==> src/rtl/usb_ctrl_pkg.sv <==
// ============================================================================
// Module      : usb_ctrl_pkg
// Description : Shared state, PID and packet-status encodings for the
//               USB-to-SD transfer sequencer.
// Revision    : 1.0 - initial release
// ============================================================================
`default_nettype none

package usb_ctrl_pkg;

    typedef enum logic [3:0] {
        ST_IDLE      = 4'd0,
        ST_ADDR_WAIT = 4'd1,
        ST_ADDR_RDY  = 4'd2,
        ST_CMD_WAIT  = 4'd3,
        ST_DATA_WAIT = 4'd4,
        ST_WRITE     = 4'd5,
        ST_READ      = 4'd6,
        ST_HS        = 4'd7,
        ST_ABORT     = 4'd8
    } state_t;

    // What the handshake currently being sent leads to once it completes.
    typedef enum logic [1:0] {
        HS_GOOD = 2'd0,
        HS_NAK  = 2'd1,
        HS_FAIL = 2'd2
    } hs_kind_t;

    localparam logic [3:0] PID_OUT  = 4'b0001;
    localparam logic [3:0] PID_IN   = 4'b1001;

    localparam logic [1:0] PKT_NONE = 2'b00;
    localparam logic [1:0] PKT_GOOD = 2'b01;
    localparam logic [1:0] PKT_BAD  = 2'b10;

    // Codes 10 and 11 both mean a bad packet.
    function automatic logic pkt_is_bad(input logic [1:0] code);
        return code[1];
    endfunction

endpackage

`default_nettype wire

==> src/rtl/usb_sd_xfer_ctrl_timeout.sv <==
// ============================================================================
// Module      : timeout_counter
// Description : Idle-cycle counter that flags expiry on its terminal count.
// Revision    : 1.0 - initial release
// ============================================================================
`default_nettype none

module timeout_counter #(
    parameter int WIDTH    = 12,
    parameter int TERMINAL = 4095
) (
    input  logic clk,
    input  logic n_rst,
    input  logic clear,
    input  logic enable,
    output logic expire
);

    logic [WIDTH-1:0] r_count;

    always_ff @(posedge clk) begin
        if (!n_rst) begin
            r_count <= '0;
        end else if (clear) begin
            r_count <= '0;
        end else if (enable) begin
            r_count <= r_count + WIDTH'(1);
        end
    end

    assign expire = enable && (r_count == WIDTH'(TERMINAL));

endmodule

`default_nettype wire

==> src/rtl/usb_sd_xfer_ctrl.sv <==
// ============================================================================
// Module      : usb_sd_xfer_ctrl
// Description : USB-to-SD multi-block transfer sequencer with packet retry,
//               inactivity timeout and sticky abort status.
// Revision    : 1.0 - initial release
// ============================================================================
`default_nettype none

module usb_sd_xfer_ctrl
    import usb_ctrl_pkg::*;
#(
    parameter int BLK_CNT_W      = 8,
    parameter int TIMEOUT_CYCLES = 4096,
    parameter int MAX_RETRY      = 3
) (
    input  logic                 clk,
    input  logic                 n_rst,
    input  logic                 pid_rdy,
    input  logic [3:0]           rx_pid,
    input  logic [1:0]           rx_packet_done,
    input  logic [BLK_CNT_W-1:0] setup_blk_cnt,
    input  logic                 sd_done,
    input  logic                 sd_err,
    input  logic                 tx_done,
    input  logic                 tx_err,
    output logic                 sd_addr_rdy,
    output logic                 sd_write,
    output logic                 sd_read,
    output logic                 tx_transmit,
    output logic                 tx_send_good,
    output logic                 tx_send_bad,
    output logic                 busy,
    output logic                 xfer_err,
    output logic [BLK_CNT_W-1:0] blocks_left
);

    localparam int c_TO_W    = $clog2(TIMEOUT_CYCLES);
    localparam int c_RETRY_W = $clog2(MAX_RETRY + 1);
    localparam logic [c_RETRY_W-1:0] c_RETRY_MAX = c_RETRY_W'(MAX_RETRY);

    state_t                 r_state, w_next;
    hs_kind_t               r_hs_kind, w_hs_kind;
    logic [c_RETRY_W-1:0]   r_retry, w_retry, w_retry_inc;
    logic [BLK_CNT_W-1:0]   r_blocks, w_blocks;
    logic                   r_xfer_err, w_xfer_err;
    logic                   w_to_en, w_to_expire;

    logic r_sd_addr_rdy, r_sd_write, r_sd_read;
    logic r_tx_transmit, r_tx_send_good, r_tx_send_bad, r_busy;

    assign w_to_en = (r_state == ST_ADDR_WAIT) || (r_state == ST_CMD_WAIT) ||
                     (r_state == ST_DATA_WAIT) || (r_state == ST_WRITE)    ||
                     (r_state == ST_READ)      || (r_state == ST_HS);

    timeout_counter #(
        .WIDTH    (c_TO_W),
        .TERMINAL (TIMEOUT_CYCLES - 1)
    ) u_timeout (
        .clk    (clk),
        .n_rst  (n_rst),
        .clear  (w_next != r_state),
        .enable (w_to_en),
        .expire (w_to_expire)
    );

    assign w_retry_inc = r_retry + c_RETRY_W'(1);

    // Qualifying inputs are checked ahead of the timeout so they win a tie.
    always_comb begin
        w_next     = r_state;
        w_hs_kind  = r_hs_kind;
        w_retry    = r_retry;
        w_blocks   = r_blocks;
        w_xfer_err = r_xfer_err;
        case (r_state)
            ST_IDLE: begin
                w_retry = '0;
                if (pid_rdy && (rx_pid == PID_OUT)) begin
                    w_next     = ST_ADDR_WAIT;
                    w_xfer_err = 1'b0;
                end
            end
            ST_ADDR_WAIT: begin
                if (rx_packet_done == PKT_GOOD) begin
                    w_blocks = (setup_blk_cnt == '0) ? BLK_CNT_W'(1) : setup_blk_cnt;
                    w_next   = ST_ADDR_RDY;
                end else if (pkt_is_bad(rx_packet_done)) begin
                    w_next = ST_IDLE;
                end else if (w_to_expire) begin
                    w_next = ST_ABORT;
                end
            end
            ST_ADDR_RDY: w_next = ST_CMD_WAIT;
            ST_CMD_WAIT: begin
                if (pid_rdy) begin
                    if (rx_pid == PID_OUT) begin
                        w_next = ST_DATA_WAIT;
                    end else if (rx_pid == PID_IN) begin
                        w_next = ST_READ;
                    end else begin
                        w_next    = ST_HS;
                        w_hs_kind = HS_FAIL;
                    end
                end else if (w_to_expire) begin
                    w_next = ST_ABORT;
                end
            end
            ST_DATA_WAIT: begin
                if (rx_packet_done == PKT_GOOD) begin
                    w_next  = ST_WRITE;
                    w_retry = '0;
                end else if (pkt_is_bad(rx_packet_done)) begin
                    w_next    = ST_HS;
                    w_retry   = w_retry_inc;
                    w_hs_kind = (w_retry_inc >= c_RETRY_MAX) ? HS_FAIL : HS_NAK;
                end else if (w_to_expire) begin
                    w_next = ST_ABORT;
                end
            end
            ST_WRITE, ST_READ: begin
                if (sd_done) begin
                    w_next    = ST_HS;
                    w_hs_kind = sd_err ? HS_FAIL : HS_GOOD;
                end else if (w_to_expire) begin
                    w_next = ST_ABORT;
                end
            end
            ST_HS: begin
                if (tx_done) begin
                    if (tx_err) begin
                        w_next = ST_ABORT;
                    end else begin
                        case (r_hs_kind)
                            HS_GOOD: begin
                                w_blocks = r_blocks - BLK_CNT_W'(1);
                                w_next   = (r_blocks == BLK_CNT_W'(1)) ? ST_IDLE : ST_CMD_WAIT;
                            end
                            HS_NAK:  w_next = ST_DATA_WAIT;
                            default: w_next = ST_ABORT;
                        endcase
                    end
                end else if (w_to_expire) begin
                    w_next = ST_ABORT;
                end
            end
            ST_ABORT: w_next = ST_IDLE;
            default:  w_next = ST_IDLE;
        endcase
        if (w_next == ST_ABORT) begin
            w_xfer_err = 1'b1;
            w_blocks   = '0;
        end
    end

    // Outputs are decoded from the next state so they line up with it.
    always_ff @(posedge clk) begin
        if (!n_rst) begin
            r_state        <= ST_IDLE;
            r_hs_kind      <= HS_GOOD;
            r_retry        <= '0;
            r_blocks       <= '0;
            r_xfer_err     <= 1'b0;
            r_sd_addr_rdy  <= 1'b0;
            r_sd_write     <= 1'b0;
            r_sd_read      <= 1'b0;
            r_tx_transmit  <= 1'b0;
            r_tx_send_good <= 1'b0;
            r_tx_send_bad  <= 1'b0;
            r_busy         <= 1'b0;
        end else begin
            r_state        <= w_next;
            r_hs_kind      <= w_hs_kind;
            r_retry        <= w_retry;
            r_blocks       <= w_blocks;
            r_xfer_err     <= w_xfer_err;
            r_sd_addr_rdy  <= (w_next == ST_ADDR_RDY);
            r_sd_write     <= (w_next == ST_WRITE);
            r_sd_read      <= (w_next == ST_READ);
            r_tx_transmit  <= (w_next == ST_HS);
            r_tx_send_good <= (w_next == ST_HS) && (w_hs_kind == HS_GOOD);
            r_tx_send_bad  <= (w_next == ST_HS) && (w_hs_kind != HS_GOOD);
            r_busy         <= (w_next != ST_IDLE);
        end
    end

    assign sd_addr_rdy  = r_sd_addr_rdy;
    assign sd_write     = r_sd_write;
    assign sd_read      = r_sd_read;
    assign tx_transmit  = r_tx_transmit;
    assign tx_send_good = r_tx_send_good;
    assign tx_send_bad  = r_tx_send_bad;
    assign busy         = r_busy;
    assign xfer_err     = r_xfer_err;
    assign blocks_left  = r_blocks;

endmodule

`default_nettype wire

==> config.mk <==
export PLATFORM = sky130hd
export DESIGN_NAME = usb_sd_xfer_ctrl
export DESIGN_NICKNAME = d
export VERILOG_FILES = /design/src/rtl/usb_ctrl_pkg.sv /design/src/rtl/usb_sd_xfer_ctrl_timeout.sv /design/src/rtl/usb_sd_xfer_ctrl.sv
export SDC_FILE = /design/constraint.sdc
export NUM_CORES = 1
export LEC_CHECK = 0
export BUFFER_PORTS_ARGS = -buffer_cell sky130_fd_sc_hd__buf_2
export CELL_PAD_IN_SITES_DETAIL_PLACEMENT = 0
export CELL_PAD_IN_SITES_GLOBAL_PLACEMENT = 2
export CORE_MARGIN = 1.5
export CORE_UTILIZATION = 30
export CTS_CLUSTER_SIZE = 12
export DETAILED_ROUTE_END_ITERATION = 10
export PLACE_DENSITY_LB_ADDON = 0.1
export SYNTH_ARGS = -nofsm -noshare
export SYNTH_HDL_FRONTEND = slang
export SYNTH_SLANG_ARGS = --single-unit
==> constraint.sdc <==
create_clock -name clk -period 2.95 [get_ports clk]
set_clock_uncertainty 0.15 [all_clocks]
set_input_delay 0.295 -clock clk [delete_from_list [all_inputs] [get_ports clk]]
set_output_delay 0.295 -clock clk [all_outputs]
set_load 0.01 [all_outputs]
* After elaboration in Yosys (flattened, before gate mapping)
Cells that the tools add are included.
** Storage, ports and cells
- Bits of input ports :: 21
- Register bits after elaboration :: 36
- Output and inout port bits :: 16
- Logic and storage cells :: 103
** Operators by class
- Magnitude comparators :: 1
- Equal/unequal tests :: 24
- Add/sub/neg operators :: 3
- Reductions and logical operators :: 25
- Bitwise operators :: 1
- Multiplexer cells :: 36
** Operators by type and width (number)
- 4-bit two-way mux :: 10
- 8-bit two-way mux :: 5
- 4-bit by 3-bit == test with 1-bit output (second input constant) :: 7
- 4-bit one-hot mux with 7 select lines :: 1
- 2-bit two-way mux :: 12
- 8-bit one-hot mux with 2 select lines :: 1
- 12-bit by 1-bit adder with 12-bit output (second input constant) :: 1
- 12-bit == test (second input constant) :: 1
- 4-bit by 2-bit == test with 1-bit output (second input constant) :: 3
- 2-bit nonzero test :: 5
- 4-bit by 1-bit == test with 1-bit output (second input constant) :: 2
- 4-bit == test (second input constant) :: 2
- 8-bit by 1-bit == test with 1-bit output (second input constant) :: 1
- 8-bit logical NOT :: 1
- 4-bit one-hot mux with 2 select lines :: 1
- 8-bit by 1-bit subtractor with 8-bit output (second input constant) :: 1
- 2-bit one-hot mux with 3 select lines :: 1
- 2-bit OR reduction :: 3
- 1-bit logical OR :: 5
- 5-bit AND reduction :: 1
- 2-bit by 1-bit == test with 1-bit output (second input constant) :: 2
- 1-bit logical AND :: 4
- 2-bit logical NOT :: 2
- 4-bit logical NOT :: 1
- other kinds (11) :: 17

* Depth between registers and ports, before layout
Gate-level depths: netlist (run 1).
- Word-level depth :: 14
- Depth in mapped cells :: 10
- Mapped depth without buffers :: 7

* Hierarchy
Synthesis (run 1) repeated with hierarchy kept, for this count alone.
** Unflattened totals
- Cells, all modules :: 289
- Area, all modules :: 2373.5 um^2
** By module, submodules not included
- usb_sd_xfer_ctrl :: instances 1, seq. area each 480.5 um^2, cells each 226, area an instance 1791.7 um^2
- timeout_counter :: instances 1, seq. area each 240.2 um^2, cells each 63, area an instance 581.8 um^2

* Least setup slack after synthesis (run 1)
OpenSTA, ideal clock, no wires.
- Path kind :: reg-to-reg
- Start :: register u_timeout.r_count[0]
- End :: register u_timeout.r_count[10]
- Arrival time :: 2011 ps
- Data required time :: 2656 ps
- Slack :: 645 ps
- Cell stages (with the launch flop) :: 8
- Period minus slack after synthesis :: 2305 ps
- Path buffers :: 1
- Setup time :: 144 ps
- Path through :: dfxtp_1 ha_1 and3_1 nand4_4 and2_1 o41ai_1 clkbuf_1 nor4_2
** Between the ends
- Cells in the longest elaborated chain, start to end :: 8
- Elaborated cells on any way between the ends :: 14
- Those cells by class :: 1 x add/sub; 2 x eq/ne; 9 x mux; 2 x reduce/logical
** RTL lines
- start, declared :: RTL line usb_sd_xfer_ctrl_timeout.sv:19 : logic [WIDTH-1:0] r_count;
- start signal, assigned :: RTL line usb_sd_xfer_ctrl_timeout.sv:27 : r_count <= r_count + WIDTH'(1);
- 12-bit == test :: RTL line usb_sd_xfer_ctrl_timeout.sv:31 : assign expire = enable && (r_count == WIDTH'(TERMINAL));
- 1-bit logical AND :: RTL line usb_sd_xfer_ctrl_timeout.sv:31
- 4-bit two-way mux
- 4-bit two-way mux (on tied branches) :: RTL line usb_sd_xfer_ctrl.sv:112, usb_sd_xfer_ctrl.sv:87
- 4-bit two-way mux (on tied branches) :: RTL line usb_sd_xfer_ctrl.sv:109, usb_sd_xfer_ctrl.sv:84
- 4-bit one-hot mux with 7 select lines :: RTL line usb_sd_xfer_ctrl.sv:75 : case (r_state)
- 4-bit != test :: RTL line usb_sd_xfer_ctrl.sv:61 : .clear (w_next != r_state),
- 2-bit OR reduction (no source line)
Parallel ways exist; a longest one is shown, timed or not.
A chain may end at the register's enable or synchronous reset.

* Final worst setup path (run 1)
- Start :: register r_state[1]
- End :: register r_busy, in the netlist busy
** Between the ends
- Cells in the longest elaborated chain, start to end :: 12
- Elaborated cells on any way between the ends :: 26
- Those cells by class :: 7 x eq/ne; 10 x mux; 9 x reduce/logical
** RTL lines
- start, declared :: RTL line usb_sd_xfer_ctrl.sv:41 : state_t r_state, w_next;
- start signal, assigned :: RTL line usb_sd_xfer_ctrl.sv:171 : r_state <= w_next;
- 4-bit by 1-bit == test with 1-bit output / 4-bit by 2-bit == test with 1-bit output (equally long branches) :: RTL line usb_sd_xfer_ctrl.sv:51, usb_sd_xfer_ctrl.sv:75
- 1-bit logical OR (2 in a row) :: RTL line usb_sd_xfer_ctrl.sv:51 : assign w_to_en = (r_state == ST_ADDR_WAIT) || (r_state == ST_CMD_WAIT) ||
- 1-bit logical OR (2 in a row) :: RTL line usb_sd_xfer_ctrl.sv:52 : (r_state == ST_DATA_WAIT) || (r_state == ST_WRITE) ||
- 1-bit logical OR :: RTL line usb_sd_xfer_ctrl.sv:53 : (r_state == ST_READ) || (r_state == ST_HS);
- 1-bit logical AND :: RTL line usb_sd_xfer_ctrl_timeout.sv:31
- 4-bit two-way mux
- 4-bit two-way mux (on tied branches) :: RTL line usb_sd_xfer_ctrl.sv:112, usb_sd_xfer_ctrl.sv:87
- 4-bit two-way mux (on tied branches) :: RTL line usb_sd_xfer_ctrl.sv:109, usb_sd_xfer_ctrl.sv:84
- 4-bit one-hot mux with 7 select lines (*) :: RTL line usb_sd_xfer_ctrl.sv:75
- 4-bit nonzero test (*) :: RTL line usb_sd_xfer_ctrl.sv:182 : r_busy <= (w_next != ST_IDLE);
- end signal, assigned :: RTL line usb_sd_xfer_ctrl.sv:182
- end, declared :: RTL line usb_sd_xfer_ctrl.sv:49 : logic r_tx_transmit, r_tx_send_good, r_tx_send_bad, r_busy;
Mark *: on every way between the ends. The rest lies on a longest branch, timed or not.

==> summary.md, run 1 <==
| Metric | Value |
|---|---|
| Post-synthesis xor/xnor area fraction | 5.48% |
| Design Power | approximately 0.00092 W |
| Layout cells sized above 1 | a little under a quarter |
| Clock power frac | around 40% |
| Boundary pin count | 37 |
| R2R cell count | 7 |
| Maximum vdd ir drop | 0.000258 V |
| Max clock buf depth | 2 |
| Die width | around 89 um |
| Crit Reg-Reg Endpoint | busy |
| Vias/cell | 5.08 |
| Multiplexer share of the synthesized area | less than 1% |
| Mapped Cells | 273 |
| Final Hold Slack | about 150 ps |
| Post-synthesis sequential area ratio | between 30% and 40% |
| Worst Hold Path Cells | 2 |
| Worst skew pair latency | between 200 and 300 ps |
| Worst-margin pin slew | about 750 ps |
| Final hold violations | 0 |
| Fin. max-slew vios | 0 |
| Reg2reg setup slack | 290 ps |
| FF/Latch Area | 721 um2 |
| Synth Area in Adders | approximately 2.7% |
| Synth top area share | around a third |
| PortBufs | 36 |
| Worst hold path class | input pin to register |
| Pleak | ~1.0 nW |
| Pre-CTS WS | roughly 320 ps |
| CTS clk-pin slew, worst paths | 80 ps |
| Gr ovfl total | 0 |
| Flop pwr share | a little over half |
| CP Capture Type | register |
| Critical path arrival | between 2000 and 3000 ps |
| FMAX | between 300 and 400 MHz |
| Crit Reg-Reg Startpoint | r_state[1] |
| Syn-to-layout area delta | 20.0% |
| GRT Overall Usage | roughly 17% |
| Die area | roughly 8000 um2 |
| Top-count cell post-synth | dfxtp_1 |
| Fraction of registers with async set/reset | 0% |
| Synth cell count leaders | dfxtp_1, nor2_1, nand2_1 |
| Hold-fix buffers at CTS | 0 |
| Total power per unit cell area | between 300 and 400 nW/um2 |
| Internal | 0.000681 W |
| Syn_nets | 298 |
| Detail Route Antenna Nets | 0 |
| Sink Count | 36 |
| Post-route DRC | 0 |
| Area of the multi-input gates | around 1400 um2 |
| Predominant post-synthesis flop cell | dfxtp_1 |
| Hold EP | busy |
| Main area contributors after synthesis | dfxtp_1, nor4_2, nor2_1 |
| Hold wc startpoint | n_rst |
| Rows | 31 |
| Switching share of power | between 20% and 30% |
| Rel. slew slack | just under 50% |
| Number of flops mapped to enable cells by yosys | 0 |
| Synth Area in Compound Gates | 18.6% |
| Max_cap viols | 0 |
| RD Place Congestion | between 0.7 and 0.8 |
| Initial antenna violation count | 0 |
| H-tree level count | 2 |
| Crit Path Category | register to register |
| Setup-violating endpoint count in the final report | 0 |
| Setup crit start kind | register |
| Logic gate share of total power | approximately 6.9% |
| Setup TNS | 0 ps |
| Largest family of logic cells by synthesized area | simple AND/OR/NAND/NOR gates |
| Final wirelength | ~6300 um |
| Tcrit/Tclk final | between 90% and 100% |
| Post_cts resized | 0 |
| DP HPWL | 4730 um |
| Fill cells | ~790 |
| Netlist cell types | 60 |
| Synthesized area | 2240 um2 |
| CTS Buf Count | 5 |
| Largest net degree at the start of global routing | 17 |
| Synth warn | 0 |
| 1st-iter DRT viols | around 100 |
| Unrepaired setup endpoints after global routing | false |
| Die height | slightly below 90 um |
| Post-DR wirelength/cell | between 15 and 20 um |
| Core Box Area | slightly above 7000 um2 |
| Post-CTS setup buffers | 0 |
| Biggest area consumer among synthesized cells | dfxtp_1 |
| Critical Path RT | ~3000 ps |
| CTS root buf | clkbuf_8 |
| Initial Util | a little under a third |
| Net Sw Power | 0.000240 W |
| Status | finished clean |
| Number of global-route vias before repair | 1978 |
| Antenna Cells | 0 |
| First-pass GRT wire length | roughly 10000 um |
| Layout Nets | about 340 |
| DR vias | about 2100 |
| TritonCTS clock tree | yes |
| Synth Register Bits | 36 |
| Simple-Gate Fraction of Synth Area | 33.5% |
| Minimum clock period | 2660 ps |
| Syn avg cell area | 8.19 um2 |
| Final worst slack | slightly below 300 ps |
| Max FO, Critical Path | 13 |
| Pre-antenna DRT Iters | 4 |
-- logic make-up (layout without fill, tap and decap cells) --
logic type | after synthesis | count (layout)
buf+inv | 32 | 74
compound gates | 61 | 61
flops | 36 | 36
mux | 2 | 2
fa+ha+maj | 5 | 5
simple gates | 123 | 123
xor+xnor | 14 | 14
-- cell usage in the layout, fill, tap and decap left out, types with 3 or more instances in the layout --
| cell | n |
|---|---|
| o21ai_1 | 3 |
| dfxtp_1 | 36 |
| nand2b_1 | 6 |
| a21oi_1 | 14 |
| nor2_1 | 32 |
| buf_2 | 36 |
| xor2_1 | 4 |
| clkbuf_8 | 5 |
| o21ai_0 | 8 |
| and4_1 | 3 |
| and2_1 | 7 |
| nor4_1 | 5 |
| buf_4 | 12 |
| nand4_1 | 3 |
| o211ai_1 | 4 |
| nor4_2 | 10 |
| inv_1 | 16 |
| ha_1 | 4 |
| nor3_1 | 6 |
| nand2_1 | 17 |
| xnor2_1 | 10 |
| or3_1 | 3 |
| nand3_1 | 9 |
| a31oi_1 | 5 |
| nor2b_1 | 5 |
-- power groups by stage --
stage	combinational [W]	clock [W]	sequential, W
floorplan	0.0000303	0	0.000499
global placement	0.0000644	0	0.000500
detailed placement	0.0000634	0	0.000500
CTS	0.0000638	0.000387	0.000488
global route	0.0000700	0.000417	0.000488
finish	0.0000636	0.000369	0.000488
-- worst max-delay path, cell delays in order, from the launching register on --
cell	delay [ps]
dfxtp_1	640
buf_4	230
nor3_1	50
o211ai_1	260
a21boi_1	140
a2111o_1	490
or3_1	350
o31a_1	240
-- worst max path at each step --
| stage | from | to | slack [ps] | cells after the start |
|---|---|---|---|---|
| floorplan | u_timeout.r_count[0] | u_timeout.r_count[10] | 640 | 7 |
| CTS | r_state[1] | busy | 290 | 7 |
| global placement | r_state[1] | busy | 290 | 7 |
| detailed placement | r_state[1] | busy | 320 | 7 |
| global route | r_state[0] | u_timeout.r_count[3] | 40 | 8 |
| finish | r_state[1] | busy | 290 | 7 |
-- per-layer routing --
metal	wire length [um]	part of all wire, %	vias up	global-route usage [%]
li1	-	-	1075	-
met1	3100	49	987	23.1
met2	2840	45	32	26.7
met3	219	3.5	8	3.60
met4	114	1.8	0	6.01
met5	0	0	-	0
-- area by class of cell --
class	count	share of cell area (%)
multi-input cells	205	51.3
well taps	99	4.62
inverters	16	2.24
clock buffers	5	2.57
repair buffers	50	11.6
flip-flops and latches	36	26.9
clock inverters	3	0.886
-- registers in the layout (all words and copies together), names as in the netlist --
name / flops
u_timeout.r_count: 12
blocks_left: 8
r_state: 4
r_hs_kind: 2
r_retry: 2
busy: 1
sd_addr_rdy: 1
sd_read: 1
sd_write: 1
tx_send_bad: 1
tx_send_good: 1
tx_transmit: 1
xfer_err: 1
-- per-stage QoR --
stage	instance area, um2	cells	utilization (%)
floorplan	2240	273	-
global placement	2590	406	35.9
detailed placement	2590	406	35.9
CTS	2680	414	37.2
global route	2680	414	37.2
finish	2680	414	37.2
Note: power is estimated with default switching activity, not from simulation.
==> inputs of run 2 (changes only) <==
--- a/config.mk
+++ b/config.mk
@@ -9,10 +9,11 @@
 export CELL_PAD_IN_SITES_DETAIL_PLACEMENT = 0
 export CELL_PAD_IN_SITES_GLOBAL_PLACEMENT = 2
 export CORE_MARGIN = 1.5
-export CORE_UTILIZATION = 30
+export CORE_UTILIZATION = 33
 export CTS_CLUSTER_SIZE = 12
 export DETAILED_ROUTE_END_ITERATION = 10
 export PLACE_DENSITY_LB_ADDON = 0.1
+export SETUP_SLACK_MARGIN = 0.05
 export SYNTH_ARGS = -nofsm -noshare
 export SYNTH_HDL_FRONTEND = slang
 export SYNTH_SLANG_ARGS = --single-unit
==> summary.md, run 2 (synthesis results as in run 1) <==
| Metric | Value |
|---|---|
| Detail Route Antenna Nets | 0 |
| Worst hold path class | input pin to register |
| Initial antenna violation count | 0 |
| Number of global-route vias before repair | slightly above 2000 |
| Syn-to-layout area delta | 21.3% |
| Design Power | just over 0.0009 W |
| H-tree level count | 2 |
| CTS Buf Count | 5 |
| Final hold violations | 0 |
| Status | finished, violations left |
| 1st-iter DRT viols | around 120 |
| TritonCTS clock tree | yes |
| Max FO, Critical Path | 7 |
| CTS clk-pin slew, worst paths | around 70 ps |
| Crit Path Category | register to register |
| Largest net degree at the start of global routing | 17 |
| Fin. max-slew vios | 0 |
| Boundary pin count | 37 |
| Worst skew pair latency | a little under 300 ps |
| PortBufs | 36 |
| CP Capture Type | register |
| Die width | about 85 um |
| Layout cells sized above 1 | 25.6% |
| Initial Util | around a third |
| Post-route DRC | 3 |
| Failing checks | design-rule violations |
| First-pass GRT wire length | just under 10000 um |
| Most frequent cells in the layout | dfxtp_1, buf_2, nor2_1 |
| Setup-violating endpoint count in the final report | 0 |
| Layout Nets | about 350 |
| Maximum vdd ir drop | between 0.0002 and 0.0003 V |
| Critical path arrival | 2680 ps |
| Max reg flops | 12 |
| Max_cap viols | 0 |
| Total power per unit cell area | 342 nW/um2 |
| Sink Count | 36 |
| Worst-margin pin slew | 710 ps |
| Gr ovfl total | 0 |
| Post_cts resized | 0 |
| Hold-fix buffers at CTS | 0 |
| Minimum clock period | between 2000 and 3000 ps |
| Antenna Cells | 0 |
| Max clock buf depth | 2 |
| Die area | just over 7000 um2 |
| RD Place Congestion | 0.810 |
| Tcrit/Tclk final | 89.8% |
| Rows | 29 |
| Post-CTS setup buffers | 0 |
| Rel. slew slack | about 52% |
| Critical Path RT | between 2000 and 3000 ps |
| Unrepaired setup endpoints after global routing | false |
| Pre-antenna DRT Iters | 7 |
| Post-DR wirelength/cell | about 15 um |
| Setup crit start kind | register |
| FMAX | 377 MHz |
| CTS root buf | clkbuf_8 |
| Die height | ~85 um |
| DP HPWL | 4630 um |
| Core Box Area | 6460 um2 |
| GRT Overall Usage | 17.0% |
| Pleak | 1.08 nW |
| Vias/cell | roughly 5.3 |
| Final wirelength | between 5000 and 6000 um |
| DR vias | about 2100 |
| Setup TNS | 0 ps |
| Largest Register | u_timeout.r_count |
-- run 2: changes by cell type in the layout (fill, tap and decap cells not counted) --
cell	previous run	this run
clkbuf_1	0	1
buf_12	2	1
buf_4	12	22
clkbuf_8	5	6
clkinv_4	1	0
clkinvlp_4	2	1
-- run 2: layer usage --
layer	part of all wire (%)	track usage (%)	vias up	wire length, um
li1	-	-	1086	-
met1	50	24.8	981	2980
met2	44	25.5	48	2590
met4	0.98	5.13	0	58
met5	0	0	-	0
met3	5.0	3.21	7	297
-- run 2: worst paths after layout --
path,from,to,slack (ps),cells after the start
hold reg to reg,r_retry[0],r_retry[0],340,1
setup / recovery,u_timeout.r_count[0],u_timeout.r_count[0],300,8
setup reg to reg,u_timeout.r_count[0],u_timeout.r_count[0],300,8
hold / removal,n_rst,busy,170,2
-- run 2: critical path, cell delays in order, from the launching register on --
cell	delay [ps]
dfxtp_1	370
ha_1	190
and3_1	200
nand4_4	110
a22o_1	240
a2111o_1	450
xor2_1	490
buf_4	280
nor4_1	60
-- run 2: report_power, final --
group	switching (W)	total (W)	internal, W
logic	0.0000349	0.0000621	0.0000273
clock network	0.000188	0.000378	0.000190
registers	0.00000125	0.000488	0.000487
-- run 2: metrics by stage --
step | cells | cell area [um2] | hold WS [ps] | setup WS [ps] | utilization, %
global placement | 393 | 2620 | 306 | 290 | 40.5
floorplan | 273 | 2240 | 267 | 645 | -
finish | 401 | 2710 | 167 | 300 | 42.0
global route | 401 | 2710 | 171 | 119 | 42.0
CTS | 401 | 2710 | 167 | 283 | 42.0
detailed placement | 393 | 2620 | 323 | 238 | 40.5
-- run 2: final cells by class --
type | instances | area, um2
Timing Repair Buffer | 59 | 365
Clock inverter | 1 | 7.51
Tap cell | 77 | 96.3
Multi-Input combinational cell | 205 | 1380
Inverter | 16 | 60.1
Sequential cell | 36 | 721
Clock buffer | 7 | 86.3
Fill cell | 673 | 3750
==> inputs of run 3 (changes only) <==
--- a/config.mk
+++ b/config.mk
@@ -6,10 +6,8 @@
 export NUM_CORES = 1
 export LEC_CHECK = 0
 export BUFFER_PORTS_ARGS = -buffer_cell sky130_fd_sc_hd__buf_2
-export CELL_PAD_IN_SITES_DETAIL_PLACEMENT = 0
-export CELL_PAD_IN_SITES_GLOBAL_PLACEMENT = 2
 export CORE_MARGIN = 1.5
-export CORE_UTILIZATION = 33
+export CORE_UTILIZATION = 35
 export CTS_CLUSTER_SIZE = 12
 export DETAILED_ROUTE_END_ITERATION = 10
 export PLACE_DENSITY_LB_ADDON = 0.1
==> summary.md, run 3 (synthesis results as in run 1) <==
| Metric | Value |
|---|---|
| Status | finished clean |
| Most frequent cells in the layout | dfxtp_1, buf_2, nor2_1 |
| Crit Path Category | register to register |
| Maximum vdd ir drop | approximately 0.00016 V |
| PortBufs | 36 |
| Worst-margin pin slew | ~730 ps |
| Die height | a little over 80 um |
| Minimum clock period | about 2700 ps |
| Tcrit/Tclk final | 90.2% |
| TritonCTS clock tree | yes |
| Post-layout util | a little over two fifths |
| CTS Buf Count | 5 |
| GRT Overall Usage | ~17% |
| Worst hold path class | input pin to register |
| Final worst slack | 289 ps |
| Largest Register | u_timeout.r_count |
| CP Capture Type | register |
| Boundary pin count | 37 |
| DP HPWL | between 4000 and 5000 um |
| DR vias | 2086 |
| Fin. max-slew vios | 0 |
| Vias/cell | roughly 5.4 |
| Rows | 28 |
| Syn-to-layout area delta | 16.8% |
| CTS clk-pin slew, worst paths | 80 ps |
| Rel. slew slack | 50.3% |
| Critical Path RT | 3000 ps |
| Core Box Area | roughly 6100 um2 |
| Gr ovfl total | 0 |
| FMAX | between 300 and 400 MHz |
| Unrepaired setup endpoints after global routing | false |
| Hold-fix buffers at CTS | 0 |
| Final wirelength | 5690 um |
| Detail Route Antenna Nets | 0 |
| Post-CTS setup buffers | 0 |
| Setup crit start kind | register |
| Max_cap viols | 0 |
| RD Place Congestion | roughly 0.83 |
| Final hold violations | 0 |
| Initial antenna violation count | 0 |
| Critical path arrival | ~2700 ps |
| Setup TNS | 0 ps |
| First-pass GRT wire length | between 9000 and 10000 um |
| Post_cts resized | 0 |
| Initial Util | between 30 and 40% |
| Pre-antenna DRT Iters | 4 |
| 1st-iter DRT viols | about 140 |
| CTS root buf | clkbuf_8 |
| Layout cells sized above 1 | between 20% and 30% |
| Max reg flops | 12 |
| Max FO, Critical Path | 17 |
| Max clock buf depth | 2 |
| Antenna Cells | 0 |
| Pleak | 1.01 nW |
| Setup-violating endpoint count in the final report | 0 |
| Post-DR wirelength/cell | between 10 and 15 um |
| Pre-CTS WS | ~320 ps |
| Post-route DRC | 0 |
| Worst skew pair latency | 290 ps |
| Largest net degree at the start of global routing | 18 |
| Number of global-route vias before repair | between 2000 and 2500 |
| H-tree level count | 2 |
| Total power per unit cell area | roughly 350 nW/um2 |
| Sink Count | 36 |
| Die width | just over 80 um |
| Die area | 6880 um2 |
| Layout Nets | between 300 and 400 |
-- run 3: cell types whose count changed in the layout (fill, tap and decap cells not counted) --
cell	change
clkbuf_1	-1
buf_12	-1
clkinvlp_4	+1
clkbuf_8	-1
clkinv_4	+1
buf_4	-10
-- run 3: layout make-up --
class,count,area (um2)
clock inverter,3,23.8
sequential,36,721
inverter,16,60.1
tap,75,93.8
timing repair buffer,48,270
clock buffer,5,68.8
multi-input combinational,205,1380
fill,627,3450
-- run 3: report_power, final --
| part | switching [W] | leakage [nW] | internal [W] |
|---|---|---|---|
| logic | 0.0000339 | 0.682 | 0.0000227 |
| registers | 0.00000175 | 0.290 | 0.000487 |
| clock network | 0.000200 | 0.0404 | 0.000167 |
| total | 0.000235 | 1.01 | 0.000677 |
-- run 3: metrics by stage --
step           hold WS, ps  total power, W  std cells  instance area, um2
2_1_floorplan          267        0.000529        273                2240
3_3_place_gp           307        0.000557        380                2520
3_5_place_dp           318        0.000556        380                2520
4_1_cts                139        0.000924        388                2610
5_1_grt                154        0.000953        388                2610
6_report               145        0.000912        388                2610
-- run 3: critical path: stages (launching register included) --
cell and delay [ps]:
dfxtp_1 660, o21ba_1 260, nand4_4 130, a22o_1 250, a2111o_1 490, xor2_1 190
buf_4 210, nor4_1 230
-- run 3: routing by layer --
metal  part of all wire, %  up-vias  global-route usage [%]
met5                     0        -                       0
met4                   1.3        0                    5.30
met3                   3.5        7                    3.38
met2                    47       38                    28.7
met1                    48      974                    22.3
li1                      -     1067                       -
-- run 3: final timing paths --
path	startpoint	end	slack, ps	depth (start not counted)
worst max-delay path	r_state[2]	u_timeout.r_count[0]	290	7
worst min-delay path	n_rst	busy	150	2
worst max register to register	r_state[2]	u_timeout.r_count[0]	290	7
worst min register to register	r_retry[0]	r_retry[0]	320	1
